==> src/rtl/mem_pkg.sv <==
// Shared types and constants for the memory slot arbiter.
// owner_t names the requester that owns a 4-tick bus cycle.
// PHASE_LAST is the clk8 phase on which a bus cycle completes.
// At that same edge the next owner is decided.
package mem_pkg;

  typedef enum logic [2:0] {
    IDLE,
    VIDEO,
    SOUND,
    DSK_INT,
    DSK_EXT,
    CPU
  } owner_t;

  localparam logic [1:0] PHASE_LAST     = 2'd3;
  localparam int         DEFAULT_ADDR_W = 22;

endpackage

==> src/rtl/slot_priority.sv <==
// Purely combinational priority table for the memory slot arbiter.
// It is kept separate from the sequencing logic so the table can be unit-tested.
//
// Ports:
//   video_req    video needs the next bus cycle
//   sound_pend   a sound word is pending for this line
//   dsk_req_int  internal-drive byte fetch request
//   dsk_req_ext  external-drive byte fetch request
//   cpu_req      CPU RAM/ROM access pending
//   cpu_starved  CPU has been denied often enough to beat sound and disk
//   rr           disk round-robin pointer (0 prefers the internal drive)
//   next_owner   owner for the next bus cycle
module slot_priority
  import mem_pkg::*;
(
  input  logic   video_req,
  input  logic   sound_pend,
  input  logic   dsk_req_int,
  input  logic   dsk_req_ext,
  input  logic   cpu_req,
  input  logic   cpu_starved,
  input  logic   rr,
  output owner_t next_owner
);

  // Video is never overridden; a starved CPU jumps ahead of sound and disk.
  // The round-robin pointer only matters when both drives ask at once.
  always_comb begin
    next_owner = IDLE;
    if (video_req)
      next_owner = VIDEO;
    else if (cpu_req && cpu_starved)
      next_owner = CPU;
    else if (sound_pend)
      next_owner = SOUND;
    else if (dsk_req_int && dsk_req_ext)
      next_owner = rr ? DSK_EXT : DSK_INT;
    else if (dsk_req_int)
      next_owner = DSK_INT;
    else if (dsk_req_ext)
      next_owner = DSK_EXT;
    else if (cpu_req)
      next_owner = CPU;
  end

endmodule

==> src/rtl/mem_slot_arbiter.sv <==
// Time-slot scheduler for the shared 16-bit RAM/ROM bus.
// The scheduler splits clk8 into 4-tick bus cycles.
// Each bus cycle is granted to exactly one of:
//   video, sound, internal floppy, external floppy or CPU.
//
// Ports:
//   clk32 / _systemReset        system clock, async active-low reset
//   clk8_en_p                   clk8 rising-phase enable
//   *_req / *_addr              requester levels/pulses and fetch addresses
//   cpu_rw                      1 = read, 0 = write
//   mem_addr / mem_we           registered bus address and write enable
//   videoBusControl             video owns the current cycle
//   cpuBusControl               CPU owns the current cycle
//   memoryLatch                 data-valid strobe at the end of an owned cycle
//   loadSound, dskReadAckInt,
//   dskReadAckExt, cpu_done     per-requester completion pulses
//   sound_miss                  a sound request was dropped
module mem_slot_arbiter
  import mem_pkg::*;
#(
  parameter int ADDR_W     = DEFAULT_ADDR_W,
  parameter int CPU_STARVE = 3
) (
  input  logic              clk32,
  input  logic              _systemReset,
  input  logic              clk8_en_p,
  input  logic              video_req,
  input  logic [ADDR_W-1:0] video_addr,
  input  logic              sound_req,
  input  logic [ADDR_W-1:0] sound_addr,
  input  logic              dsk_req_int,
  input  logic [ADDR_W-1:0] dsk_addr_int,
  input  logic              dsk_req_ext,
  input  logic [ADDR_W-1:0] dsk_addr_ext,
  input  logic              cpu_req,
  input  logic              cpu_rw,
  input  logic [ADDR_W-1:0] cpu_addr,
  output logic [ADDR_W-1:0] mem_addr,
  output logic              mem_we,
  output logic              videoBusControl,
  output logic              cpuBusControl,
  output logic              memoryLatch,
  output logic              loadSound,
  output logic              dskReadAckInt,
  output logic              dskReadAckExt,
  output logic              cpu_done,
  output logic              sound_miss
);

  // The starve counter is 2 bits wide, so the threshold is held at the same width.
  localparam logic [1:0] STARVE_LIM = 2'(CPU_STARVE);

  logic [1:0]        phase;
  owner_t            owner;
  owner_t            next_owner;
  logic              rr;
  logic              sound_pend;
  logic [1:0]        starve_cnt;
  logic              decide;
  logic              complete;
  logic              cpu_starved;
  logic              sound_grant;
  logic [ADDR_W-1:0] next_addr;

  // The last clk8 tick of a cycle completes the current owner.
  // The same tick decides the next owner.
  assign decide      = clk8_en_p && (phase == PHASE_LAST);
  assign complete    = decide && (owner != IDLE);
  assign cpu_starved = (starve_cnt >= STARVE_LIM);
  assign sound_grant = decide && (next_owner == SOUND);

  slot_priority u_slot_priority (
    .video_req   (video_req),
    .sound_pend  (sound_pend),
    .dsk_req_int (dsk_req_int),
    .dsk_req_ext (dsk_req_ext),
    .cpu_req     (cpu_req),
    .cpu_starved (cpu_starved),
    .rr          (rr),
    .next_owner  (next_owner)
  );

  // An IDLE cycle leaves the bus address where it was.
  always_comb begin
    next_addr = mem_addr;
    case (next_owner)
      VIDEO:   next_addr = video_addr;
      SOUND:   next_addr = sound_addr;
      DSK_INT: next_addr = dsk_addr_int;
      DSK_EXT: next_addr = dsk_addr_ext;
      CPU:     next_addr = cpu_addr;
      default: next_addr = mem_addr;
    endcase
  end

  always_ff @(posedge clk32 or negedge _systemReset) begin
    if (!_systemReset)
      phase <= 2'd0;
    else if (clk8_en_p)
      phase <= phase + 2'd1;
  end

  // Everything the bus sees for a cycle is captured at the decision edge.
  // It then stays stable for all four ticks of that cycle.
  always_ff @(posedge clk32 or negedge _systemReset) begin
    if (!_systemReset) begin
      owner           <= IDLE;
      videoBusControl <= 1'b0;
      cpuBusControl   <= 1'b0;
      mem_addr        <= '0;
      mem_we          <= 1'b0;
      rr              <= 1'b0;
      starve_cnt      <= 2'd0;
    end else if (decide) begin
      owner           <= next_owner;
      videoBusControl <= (next_owner == VIDEO);
      cpuBusControl   <= (next_owner == CPU);
      mem_addr        <= next_addr;
      mem_we          <= (next_owner == CPU) && !cpu_rw;
      if (next_owner == DSK_INT || next_owner == DSK_EXT)
        rr <= ~rr;
      if (!cpu_req || next_owner == CPU)
        starve_cnt <= 2'd0;
      else if (starve_cnt != 2'd3)
        starve_cnt <= starve_cnt + 2'd1;
    end
  end

  // A new request wins over a same-edge grant, so a back-to-back word is not lost.
  // A request arriving while one is already queued is dropped and reported.
  always_ff @(posedge clk32 or negedge _systemReset) begin
    if (!_systemReset)
      sound_pend <= 1'b0;
    else if (sound_req)
      sound_pend <= 1'b1;
    else if (sound_grant)
      sound_pend <= 1'b0;
  end

  assign sound_miss    = sound_req && sound_pend && !sound_grant;

  assign memoryLatch   = complete;
  assign loadSound     = complete && (owner == SOUND);
  assign dskReadAckInt = complete && (owner == DSK_INT);
  assign dskReadAckExt = complete && (owner == DSK_EXT);
  assign cpu_done      = complete && (owner == CPU);

endmodule

==> config.mk <==
export PLATFORM = sky130hd
export DESIGN_NAME = mem_slot_arbiter
export DESIGN_NICKNAME = d
export VERILOG_FILES = /design/src/rtl/mem_pkg.sv /design/src/rtl/slot_priority.sv /design/src/rtl/mem_slot_arbiter.sv
export SDC_FILE = /design/constraint.sdc
export NUM_CORES = 1
export LEC_CHECK = 0
export ABC_AREA = 1
export CORE_MARGIN = 1.5
export CORE_UTILIZATION = 34
export DETAILED_ROUTE_END_ITERATION = 10
export PLACE_DENSITY = 0.87
export SETUP_SLACK_MARGIN = 0.05
export SYNTH_ARGS = -nofsm -noshare
export SYNTH_HDL_FRONTEND = slang
export SYNTH_SLANG_ARGS = --single-unit
==> constraint.sdc <==
create_clock -name clk32 -period 2.1 [get_ports clk32]
set_input_delay 0.63 -clock clk32 [delete_from_list [all_inputs] [get_ports clk32]]
set_output_delay 0.63 -clock clk32 [all_outputs]
set_load 0.005 [all_outputs]
==> results.json <==
{
  "synth_compound_area_share_pct": 6.09,
  "ys_seq_elements": 34,
  "finalNetCount": 687,
  "ctsLongestPathBuffers": 2,
  "cp_slowest_cell": "dfrtp_1",
  "route.detailed.drc": 0,
  "grt_pass1_wl_um": 15000,
  "slew_viol_final": 0,
  "pwr-share-clk_pct": 17.2,
  "worstSkewPairLatency_ns": 0.28,
  "grt_max_degree": 35,
  "tightest_slew_ns": 0.793,
  "syn-num-nets": 506,
  "slew_headroom_pct": 47.1,
  "routabilityCongestion": 0.895,
  "drive_gt1_share_pct": 16.2,
  "yosys.area_share.simple_pct": 49.3,
  "power_density_nw_per_um2": 729,
  "worst_path_most_repeated_cell": "nand2_2",
  "viasPerCell": 4.96,
  "rows": 30,
  "io_pins": 150,
  "cp.required_ns": 1.47,
  "vias": 3287,
  "hold_class": "in -> async",
  "synth_top_family_by_area": "simple AND/OR/NAND/NOR gates",
  "setup_viol": 1,
  "outcome": "finished, violations left",
  "io_buffers": 149,
  "initial_core_util_pct": 35.8,
  "cp.arrival_ns": 1.62,
  "violations": "setup timing",
  "p_seq_share_pct": 32.3,
  "synth_warnings": 0,
  "clock_tree.root_cell": "clkbuf_8",
  "finalPower_mw": 3.38,
  "skew_ns": 0.00793,
  "hold_ws_ns": 0.420,
  "critPathCaptureType": "output port",
  "crit_path_max_incr_delay_ns": 0.41,
  "htree_levels": 2,
  "cts_made_buffers": 5,
  "multi_input_area_um2": 1510,
  "core_area_um2": 6940,
  "wl_per_cell_um": 15.1,
  "clk_pin_slew_worst_paths_ns": 0.08,
  "p_sw_mw": 1.17,
  "path_cells": "ha_2, a21oi_4, nand2_2, nor2_4, nand2_2, nand3_2, inv_1, buf_2",
  "nFillCells": 589,
  "diodes": 0,
  "cap_viol_max_count": 0,
  "cp-start-kind": "register",
  "cts.sinks": 34,
  "power_frac_comb_pct": 50.5,
  "period_needed_ns": 2.25,
  "fp.dieArea_um2": 7830,
  "ir_drop_v": 0.000377,
  "dr.pass1.iters": 4,
  "die_h_um": 88.5,
  "postCtsHoldBufs": 0,
  "max_freq_ghz": 0.445,
  "synthCells": 385,
  "area.sequential_um2": 851,
  "syn2layout_area_growth_pct": 86.4,
  "finalCritPeriodShare_pct": 107,
  "synth_cell_type_count": 26,
  "place_hpwl_um": 7360,
  "netlist_area_um2": 2480,
  "synthMuxAreaShare_pct": 0.453,
  "cts_tree": "yes",
  "antenna_found_initial": 0,
  "finalHoldViolCount": 0,
  "setup_slack_ns": -0.146,
  "drt_wl_total_um": 10000,
  "grt-ovfl-total": 0,
  "switching_share_pct": 34.6,
  "die_w_um": 88.5,
  "synthAdderAreaFrac_pct": 1.01,
  "p_int_mw": 2.21,
  "ant_nets": 0,
  "critPathKind": "reg -> out",
  "grt_pass1_vias": 3465,
  "seq_area_frac_synth_pct": 34.2,
  "p_leak_nw": 2.14,
  "drt_iter0_markers": 178,
  "r2r_cells": 12,
  "track_usage_pct": 25.3,
  "cp_max_fo": 3,
  "syn_area_per_cell_um2": 6.45,
  "synthXorXnorAreaFrac_pct": 0.705,
  "rsz0062_at_grt": "yes"
}
==> layer usage <==
| metal | part of all wire, % | wire (um) | track usage (%) |
|---|---|---|---|
| met2 | 50 | 4970 | 45.9 |
| met5 | 0 | 0 | 0 |
| met1 | 37 | 3680 | 25.9 |
| met3 | 11 | 1060 | 8.30 |
| met4 | 3.2 | 323 | 13.1 |
==> cell usage after synthesis, drive strengths merged <==
cell type / count / area [um2]
nand2: 158 / 606
nor2: 51 / 206
nand3: 42 / 240
dfrtp: 34 / 851
nand4: 24 / 150
inv: 23 / 86.3
o21ai: 18 / 101
buf: 17 / 103
a21oi: 4 / 42.5
clkbuf: 4 / 15.0
ha: 2 / 25.0
nor3: 2 / 10.0
nor4: 2 / 12.5
xor2: 2 / 17.5
a21o: 1 / 7.51
mux2: 1 / 11.3
==> power groups by stage <==
stage / clock, mW / combinational, mW / sequential [mW]
after CTS: 0.594 / 1.66 / 1.08
after floorplan: 0 / 0.641 / 1.08
after global placement: 0 / 1.54 / 1.07
after detailed placement: 0 / 1.59 / 1.08
after global routing: 0.620 / 1.88 / 1.12
final: 0.580 / 1.70 / 1.09
==> area by class of cell <==
type	instances	share of cell area (%)
inverters	23	1.86
well taps	96	2.59
flip-flops and latches	34	18.4
clock buffers	8	2.38
repair buffers	195	42.1
multi-input cells	307	32.7
==> kinds of logic (layout without fill, tap and decap cells) <==
family / Yosys count / in the layout
buf+inv: 44 / 226
mux: 1 / 1
xor+xnor: 2 / 2
fa+ha+maj: 2 / 2
simple gates: 279 / 279
compound gates: 23 / 23
flops: 34 / 34
==> flip-flops by register name, indices dropped and copies added, names as in the netlist <==
| name | cells |
|---|---|
| starve_cnt | 2 |
| mem_we | 1 |
| cpuBusControl | 1 |
| owner | 3 |
| videoBusControl | 1 |
| phase | 2 |
| sound_pend | 1 |
| mem_addr | 22 |
| rr | 1 |
==> final timing paths <==
kind | startpoint | endpoint | slack, ns
worst max-delay path | starve_cnt[0] | sound_miss | -0.15
worst min-delay path | _systemReset | cpuBusControl | 0.42
worst max register to register | starve_cnt[0] | sound_pend | 0.10
worst min register to register | mem_addr[8] | mem_addr[8] | 0.48
max in group asynchronous | _systemReset | mem_addr[9] | 1.17
min in group clk32 | mem_addr[8] | mem_addr[8] | 0.48
==> critical path: cells and delay by family (launching register included) <==
kind                     cells  cell delay [ns]
AO/OA/AOI/OAI                1             0.19
adder cells (fa/ha/maj)      1             0.22
buffers and inverters        2             0.15
flip-flops                   1             0.41
AND/OR/NAND/NOR              4             0.37
==> metrics by stage <==
step	util (%)	setup TNS, ns	area [um2]	instances	worst slack, ns
2_1_floorplan	-	0	2500	385	0.0530
5_1_grt	66.7	-0.228	4630	663	-0.228
6_report	66.7	-0.146	4630	663	-0.146
3_3_place_gp	62.5	-12.75	4340	641	-0.787
4_1_cts	66.2	-0.140	4590	660	-0.140
3_5_place_dp	62.5	-15.46	4340	641	-0.852
==> placed cells by master (no fill, tap or decap), drive strengths merged <==
master           n
nand2          158
clkdlybuf4s50  137
nor2            51
buf             51
nand3           42
dfrtp           34
nand4           24
inv             23
o21ai           18
clkbuf           8
clkdlybuf4s15    6
a21oi            4
nor3             2
xor2             2
nor4             2
ha               2
mux2             1
a21o             1
dlygate4sd2      1
==> repair_timing <==
action                     CTS  global route
buffers inserted            12             4
gates resized for setup     50             7
pin swaps                    8             5
setup endpoints to repair   32            12
Power figures use the tool's default switching activity.
